`src/rtl/spi_slave.sv`:
```
// -----------------------------------------------------------------------------
// spi_slave
// SPI mode-0 style slave (sclk idle low, master drives mosi while sclk is
// high, slave samples on the sclk falling edge). All SPI pins are
// oversampled in the clk domain through a SYNC_STAGES-deep synchronizer.
//
// Parameters
//   SYNC_STAGES   synchronizer depth on sclk/mosi/cs (2..3)
// Ports
//   clk, rst      system clock, synchronous active-high reset
//   sclk, mosi    SPI clock / data from master (asynchronous)
//   cs            chip select, active-low (asynchronous)
//   miso          data to master, MSB first, 0 outside a transfer
//   tx_data       next byte to return on miso
//   tx_load       holding-register load strobe (accepted while tx_ready)
//   tx_ready      holding register empty
//   rx_data       last complete received byte
//   rx_valid      one-cycle pulse when rx_data updates
//   busy          high while a byte is being shifted
//   rx_word       (SPI_SLAVE_WORD_EN only) byte pair, byte 0 in [7:0]
//   rx_word_valid (SPI_SLAVE_WORD_EN only) pulse with the byte-1 rx_valid
// Optional feature macro: SPI_SLAVE_WORD_EN
// -----------------------------------------------------------------------------
module spi_slave #(
  parameter int unsigned SYNC_STAGES = 2
) (
  input  logic       clk,
  input  logic       rst,
  input  logic       sclk,
  input  logic       mosi,
  input  logic       cs,
  output logic       miso,
  input  logic [7:0] tx_data,
  input  logic       tx_load,
  output logic       tx_ready,
  output logic [7:0] rx_data,
  output logic       rx_valid,
  output logic       busy
`ifdef SPI_SLAVE_WORD_EN
  ,
  output logic [15:0] rx_word,
  output logic        rx_word_valid
`endif
);

  localparam int unsigned DW = 8;
  localparam int unsigned CW = 4;
  localparam int unsigned FW = 3;
  localparam int unsigned SS = SYNC_STAGES;
  // Cycles after reset until the last sync stage and its delay register
  // both hold real pin samples instead of reset values.
  localparam logic [FW-1:0] FLUSH = FW'(SYNC_STAGES + 1);

  typedef enum logic [1:0] {
    ST_IDLE  = 2'd0,
    ST_SHIFT = 2'd1,
    ST_DONE  = 2'd2
  } state_e;

  state_e          state_q, state_d;
  logic [SS-1:0]   sclk_sync_q, sclk_sync_d;
  logic [SS-1:0]   mosi_sync_q, mosi_sync_d;
  logic [SS-1:0]   cs_sync_q, cs_sync_d;
  logic            sclk_prev_q, sclk_prev_d;
  logic            cs_prev_q, cs_prev_d;
  logic [FW-1:0]   flush_cnt_q, flush_cnt_d;
  logic            armed_q, armed_d;
  logic [DW-1:0]   hold_q, hold_d;
  logic            tx_ready_q, tx_ready_d;
  logic [DW-1:0]   shift_tx_q, shift_tx_d;
  logic [DW-1:0]   rx_shift_q, rx_shift_d;
  logic [CW-1:0]   bit_cnt_q, bit_cnt_d;
  logic [DW-1:0]   rx_data_q, rx_data_d;
  logic            rx_valid_q, rx_valid_d;
  logic            miso_q, miso_d;
  logic            busy_q, busy_d;
`ifdef SPI_SLAVE_WORD_EN
  logic            byte_idx_q, byte_idx_d;
  logic [2*DW-1:0] rx_word_q, rx_word_d;
  logic            rx_word_valid_q, rx_word_valid_d;
`endif

  logic sclk_s_c, mosi_s_c, cs_s_c;
  logic sclk_fall_c, cs_fall_c, cs_rise_c;
  logic flushed_c, load_acc_c;

  // Synchronized pin levels and edge detection against one extra register
  always_comb begin
    sclk_s_c    = sclk_sync_q[SS-1];
    mosi_s_c    = mosi_sync_q[SS-1];
    cs_s_c      = cs_sync_q[SS-1];
    sclk_fall_c = sclk_prev_q & ~sclk_s_c;
    cs_fall_c   = cs_prev_q & ~cs_s_c;
    cs_rise_c   = ~cs_prev_q & cs_s_c;
    flushed_c   = (flush_cnt_q == FLUSH);
    load_acc_c  = tx_load & tx_ready_q;
  end

  // Next-state and datapath logic
  always_comb begin
    state_d     = state_q;
    sclk_sync_d = {sclk_sync_q[SS-2:0], sclk};
    mosi_sync_d = {mosi_sync_q[SS-2:0], mosi};
    cs_sync_d   = {cs_sync_q[SS-2:0], cs};
    sclk_prev_d = sclk_s_c;
    cs_prev_d   = cs_s_c;
    flush_cnt_d = flushed_c ? flush_cnt_q : flush_cnt_q + FW'(1);
    // A cs fall only counts once cs has genuinely been seen high; this keeps
    // a cs held low across reset from starting a transfer.
    armed_d     = armed_q | (flushed_c & cs_s_c & cs_prev_q);
    hold_d      = hold_q;
    tx_ready_d  = tx_ready_q;
    shift_tx_d  = shift_tx_q;
    rx_shift_d  = rx_shift_q;
    bit_cnt_d   = bit_cnt_q;
    rx_data_d   = rx_data_q;
    rx_valid_d  = 1'b0;
`ifdef SPI_SLAVE_WORD_EN
    byte_idx_d      = byte_idx_q;
    rx_word_d       = rx_word_q;
    rx_word_valid_d = 1'b0;
`endif

    if (load_acc_c) begin
      hold_d     = tx_data;
      tx_ready_d = 1'b0;
    end

    unique case (state_q)
      ST_IDLE: begin
        if (cs_fall_c && armed_q) begin
          state_d    = ST_SHIFT;
          // Current byte uses the old holding contents; a same-cycle load
          // stays in the holding register for the next byte.
          shift_tx_d = tx_ready_q ? '0 : hold_q;
          rx_shift_d = '0;
          bit_cnt_d  = '0;
          if (!load_acc_c) tx_ready_d = 1'b1;
        end
      end
      ST_SHIFT: begin
        if (cs_rise_c) begin
          state_d = ST_IDLE;
`ifdef SPI_SLAVE_WORD_EN
          byte_idx_d = 1'b0;
`endif
        end else if (sclk_fall_c && !cs_s_c) begin
          rx_shift_d = {rx_shift_q[DW-2:0], mosi_s_c};
          shift_tx_d = {shift_tx_q[DW-2:0], 1'b0};
          bit_cnt_d  = bit_cnt_q + CW'(1);
          if (bit_cnt_q == CW'(DW - 1)) state_d = ST_DONE;
        end
      end
      ST_DONE: begin
        state_d    = ST_IDLE;
        rx_data_d  = rx_shift_q;
        rx_valid_d = 1'b1;
`ifdef SPI_SLAVE_WORD_EN
        if (!byte_idx_q) begin
          rx_word_d[DW-1:0] = rx_shift_q;
        end else begin
          rx_word_d[2*DW-1:DW] = rx_shift_q;
          rx_word_valid_d      = 1'b1;
        end
        byte_idx_d = ~byte_idx_q;
`endif
      end
      default: state_d = ST_IDLE;
    endcase

    // Registered outputs track the next state so they align with state_q
    miso_d = (state_d == ST_SHIFT) ? shift_tx_d[DW-1] : 1'b0;
    busy_d = (state_d == ST_SHIFT);
  end

  // State and datapath registers
  always_ff @(posedge clk) begin
    if (rst) begin
      state_q     <= ST_IDLE;
      sclk_sync_q <= '0;
      mosi_sync_q <= '0;
      cs_sync_q   <= '1;
      sclk_prev_q <= 1'b0;
      cs_prev_q   <= 1'b1;
      flush_cnt_q <= '0;
      armed_q     <= 1'b0;
      hold_q      <= '0;
      tx_ready_q  <= 1'b1;
      shift_tx_q  <= '0;
      rx_shift_q  <= '0;
      bit_cnt_q   <= '0;
      rx_data_q   <= '0;
      rx_valid_q  <= 1'b0;
      miso_q      <= 1'b0;
      busy_q      <= 1'b0;
`ifdef SPI_SLAVE_WORD_EN
      byte_idx_q      <= 1'b0;
      rx_word_q       <= '0;
      rx_word_valid_q <= 1'b0;
`endif
    end else begin
      state_q     <= state_d;
      sclk_sync_q <= sclk_sync_d;
      mosi_sync_q <= mosi_sync_d;
      cs_sync_q   <= cs_sync_d;
      sclk_prev_q <= sclk_prev_d;
      cs_prev_q   <= cs_prev_d;
      flush_cnt_q <= flush_cnt_d;
      armed_q     <= armed_d;
      hold_q      <= hold_d;
      tx_ready_q  <= tx_ready_d;
      shift_tx_q  <= shift_tx_d;
      rx_shift_q  <= rx_shift_d;
      bit_cnt_q   <= bit_cnt_d;
      rx_data_q   <= rx_data_d;
      rx_valid_q  <= rx_valid_d;
      miso_q      <= miso_d;
      busy_q      <= busy_d;
`ifdef SPI_SLAVE_WORD_EN
      byte_idx_q      <= byte_idx_d;
      rx_word_q       <= rx_word_d;
      rx_word_valid_q <= rx_word_valid_d;
`endif
    end
  end

  assign miso     = miso_q;
  assign tx_ready = tx_ready_q;
  assign rx_data  = rx_data_q;
  assign rx_valid = rx_valid_q;
  assign busy     = busy_q;
`ifdef SPI_SLAVE_WORD_EN
  assign rx_word       = rx_word_q;
  assign rx_word_valid = rx_word_valid_q;
`endif

endmodule
```
`config.mk`:
```
export PLATFORM = sky130hd
export DESIGN_NAME = spi_slave
export DESIGN_NICKNAME = d
export VERILOG_FILES = /design/src/rtl/spi_slave.sv
export SDC_FILE = /design/constraint.sdc
export NUM_CORES = 1
export LEC_CHECK = 0
export ABC_AREA = 1
export CAP_MARGIN = 20
export CORE_MARGIN = 8
export CORE_UTILIZATION = 45
export CTS_CLUSTER_SIZE = 24
export DETAILED_ROUTE_END_ITERATION = 10
export PLACE_DENSITY = 0.73
export SYNTH_ARGS = -nofsm -noshare
export SYNTH_HDL_FRONTEND = slang
export SYNTH_SLANG_ARGS = --single-unit
```
`constraint.sdc`:
```
create_clock -name clk -period 1.2 [get_ports clk]
set_input_delay 0.12 -clock clk [delete_from_list [all_inputs] [get_ports clk]]
set_output_delay 0.12 -clock clk [all_outputs]
set_load 0.02 [all_outputs]
```
==> results.json <==
{
  "outcome": "finished with violations",
  "violations": "setup timing",
  "yosysWarnings": 0,
  "die_w_um": 84.3,
  "area_growth_syn_to_layout_pct": 35.1,
  "hold_viol": 0,
  "antenna_found_initial": 0,
  "hold_ws_ps": 313,
  "worst_slew_pin_slew_ps": 286,
  "final_area_um2": 2830,
  "synth_cell_types": 22,
  "grt_use_total_pct": 12.9,
  "path_clk_slew_ps": 90,
  "fp.dieH_um": 84.3,
  "max_freq_mhz": 831,
  "drive_above_1_share_pct": 21.6,
  "hpwl_um": 3150,
  "path_class": "flop to flop",
  "peakVddDrop_mv": 0.811,
  "fp.dieArea_um2": 7100,
  "pre_cts_slack_ps": -58.2,
  "p_leak_nw": 1.24,
  "crit_path_start_kind": "flop",
  "drcViolationCount": 0,
  "period_minus_slack_ps": 1200,
  "cts_max_level": 2,
  "ys_ff_latch": 54,
  "syn_area_um2": 2100,
  "cp_max_fo": 4,
  "setup_violations": 2,
  "place.gp.congestion": 0.818,
  "grt_overflow_total": 0,
  "syn_inst": 278,
  "slew_viol_final": 0,
  "nets": 340,
  "cts_tree": "built",
  "yosys-top-cells-area": "dfxtp_1, nor2_1, a21oi_1",
  "worstPathRequired_ps": 1460,
  "async_flop_share_pct": 0,
  "end_kind": "flop",
  "synth-edff-count": 0,
  "place_area_um2": 2540,
  "cts_hold_buf": 0,
  "synthMostInstantiatedCell": "nor2_1",
  "syn_nets": 295,
  "initial_core_util_pct": 45.6,
  "nFillCells": 429,
  "maxCapViolations": 0,
  "yosysTopAreaCell": "dfxtp_1",
  "cp.arrival_ps": 1470,
  "antenna_left": 0,
  "yosysSeqAreaShare_pct": 51.5,
  "rsz0062_at_grt": "yes",
  "finClkSkew_ps": 5.95,
  "r2r_slack_ps": -3,
  "synth_commonest_cells": "nor2_1, dfxtp_1, inv_1",
  "avgSynthCellArea_um2": 7.55,
  "relSlewSlack_pct": 80.9,
  "wirelength_um": 4650,
  "core_um2": 4600,
  "clk_path_buf_depth": 2,
  "num_vias": 1837,
  "vias_per_cell": 4.86,
  "grt_pass1_vias": 1696,
  "cts_made_buffers": 5,
  "min_period_over_period_pct": 100,
  "synth_top_area_share_pct": 51.5,
  "hp-class": "input port to flop",
  "grt_pass1_wl_um": 7610,
  "cts_sinks": 54,
  "first_pass_iters": 4,
  "pin_count": 26,
  "cts-root-buf": "clkbuf_8",
  "fin_ws_ps": -3.39,
  "pwr_density_cell_nw_per_um2": 1210,
  "grt_max_degree": 29,
  "fp-row-count": 25,
  "drt-initial-drc-count": 68,
  "num_antenna_cells": 0,
  "clk_latency_ps": 310,
  "io_buffers": 25,
  "synth-main-ff-cell": "dfxtp_1",
  "wl_per_cell_um": 12.3
}
## state kept, by name, summed over array words and instances (netlist names), 2 cells and up
register     cells
bit_cnt_q        4
cs_sync_q        2
flush_cnt_q      3
hold_q           8
mosi_sync_q      2
rx_data          8
rx_shift_q       8
sclk_sync_q      2
shift_tx_q       8
state_q          2
## cell families after synthesis
group                      Yosys count  share of synthesized area (%)
AOI/OAI and AO/OA                   52                           12.4
adders and majority gates            3                           1.79
buffers and inverters               41                           7.75
DFF                                 54                           51.5
and+or+nand+nor                    128                           26.5
## worst max-delay path, cell delays in order (launching register included)
cell and delay [ps]:
dfxtp_4 380, nor2_4 150, inv_1 100, nor2_4 170, buf_6 130, nor2_4 40
nand2_1 50, o21ai_0 90, inv_1 60
## power breakdown
group / total, mW / internal, mW / switching (mW)
Sequential: 1.91 / 1.86 / 0.0444
Clock: 1.23 / 0.626 / 0.604
Combinational: 0.290 / 0.133 / 0.157
## worst paths after layout
check,startpoint,endpoint,depth (start not counted)
setup / recovery,state_q[0],tx_ready,8
hold / removal,mosi,mosi_sync_q[0],3
setup reg to reg,state_q[0],tx_ready,8
hold reg to reg,mosi_sync_q[0],mosi_sync_q[1],2
## layout make-up
class                      count  area [um^2]  share of cell area, %
clock buffer                   5         68.8                   2.43
clock inverter                 3         43.8                   1.55
inverter                      32          120                   4.24
multi-input combinational    183          966                   34.1
sequential                    54         1100                   38.7
tap                           54         67.6                   2.38
timing repair buffer          47          472                   16.6
## metrics by stage
stage | TNS (ps) | instances | util [%] | total power [mW]
2_1_floorplan | 0 | 278 | - | 2.10
3_3_place_gp | -46.0 | 366 | 55.3 | 2.21
3_5_place_dp | -540 | 366 | 55.3 | 2.21
4_1_cts | 0 | 374 | 57.7 | 3.43
5_1_grt | -948 | 378 | 61.6 | 3.58
6_report | -4.14 | 378 | 61.6 | 3.43
## routing by layer
metal  track usage (%)  share of wire (%)
met5                 0                  0
met4              5.65                2.2
met3              3.97                4.1
met2              19.9                 47
met1              16.0                 46
## repair_timing
action,CTS,global route
buffers inserted,0,2
gates cloned,0,2
endpoints found under the setup margin,25,34
gates resized for setup,17,41
pin swaps,0,8
## layout by cell type, fill, tap and decap left out, types with 4 or more instances in the layout
| cell | count |
|---|---|
| inv_2 | 6 |
| nor2_1 | 71 |
| o21ai_1 | 10 |
| nand2_2 | 4 |
| inv_1 | 26 |
| clkdlybuf4s50_1 | 13 |
| dfxtp_1 | 46 |
| nand3_1 | 11 |
| buf_4 | 15 |
| clkbuf_8 | 5 |
| o21ai_0 | 19 |
| nor2_4 | 7 |
| dlygate4sd2_1 | 11 |
| a21oi_1 | 19 |
| nand2_1 | 19 |
| dfxtp_2 | 6 |
| nor3_1 | 6 |
Note: power is estimated with default switching activity, not from simulation.
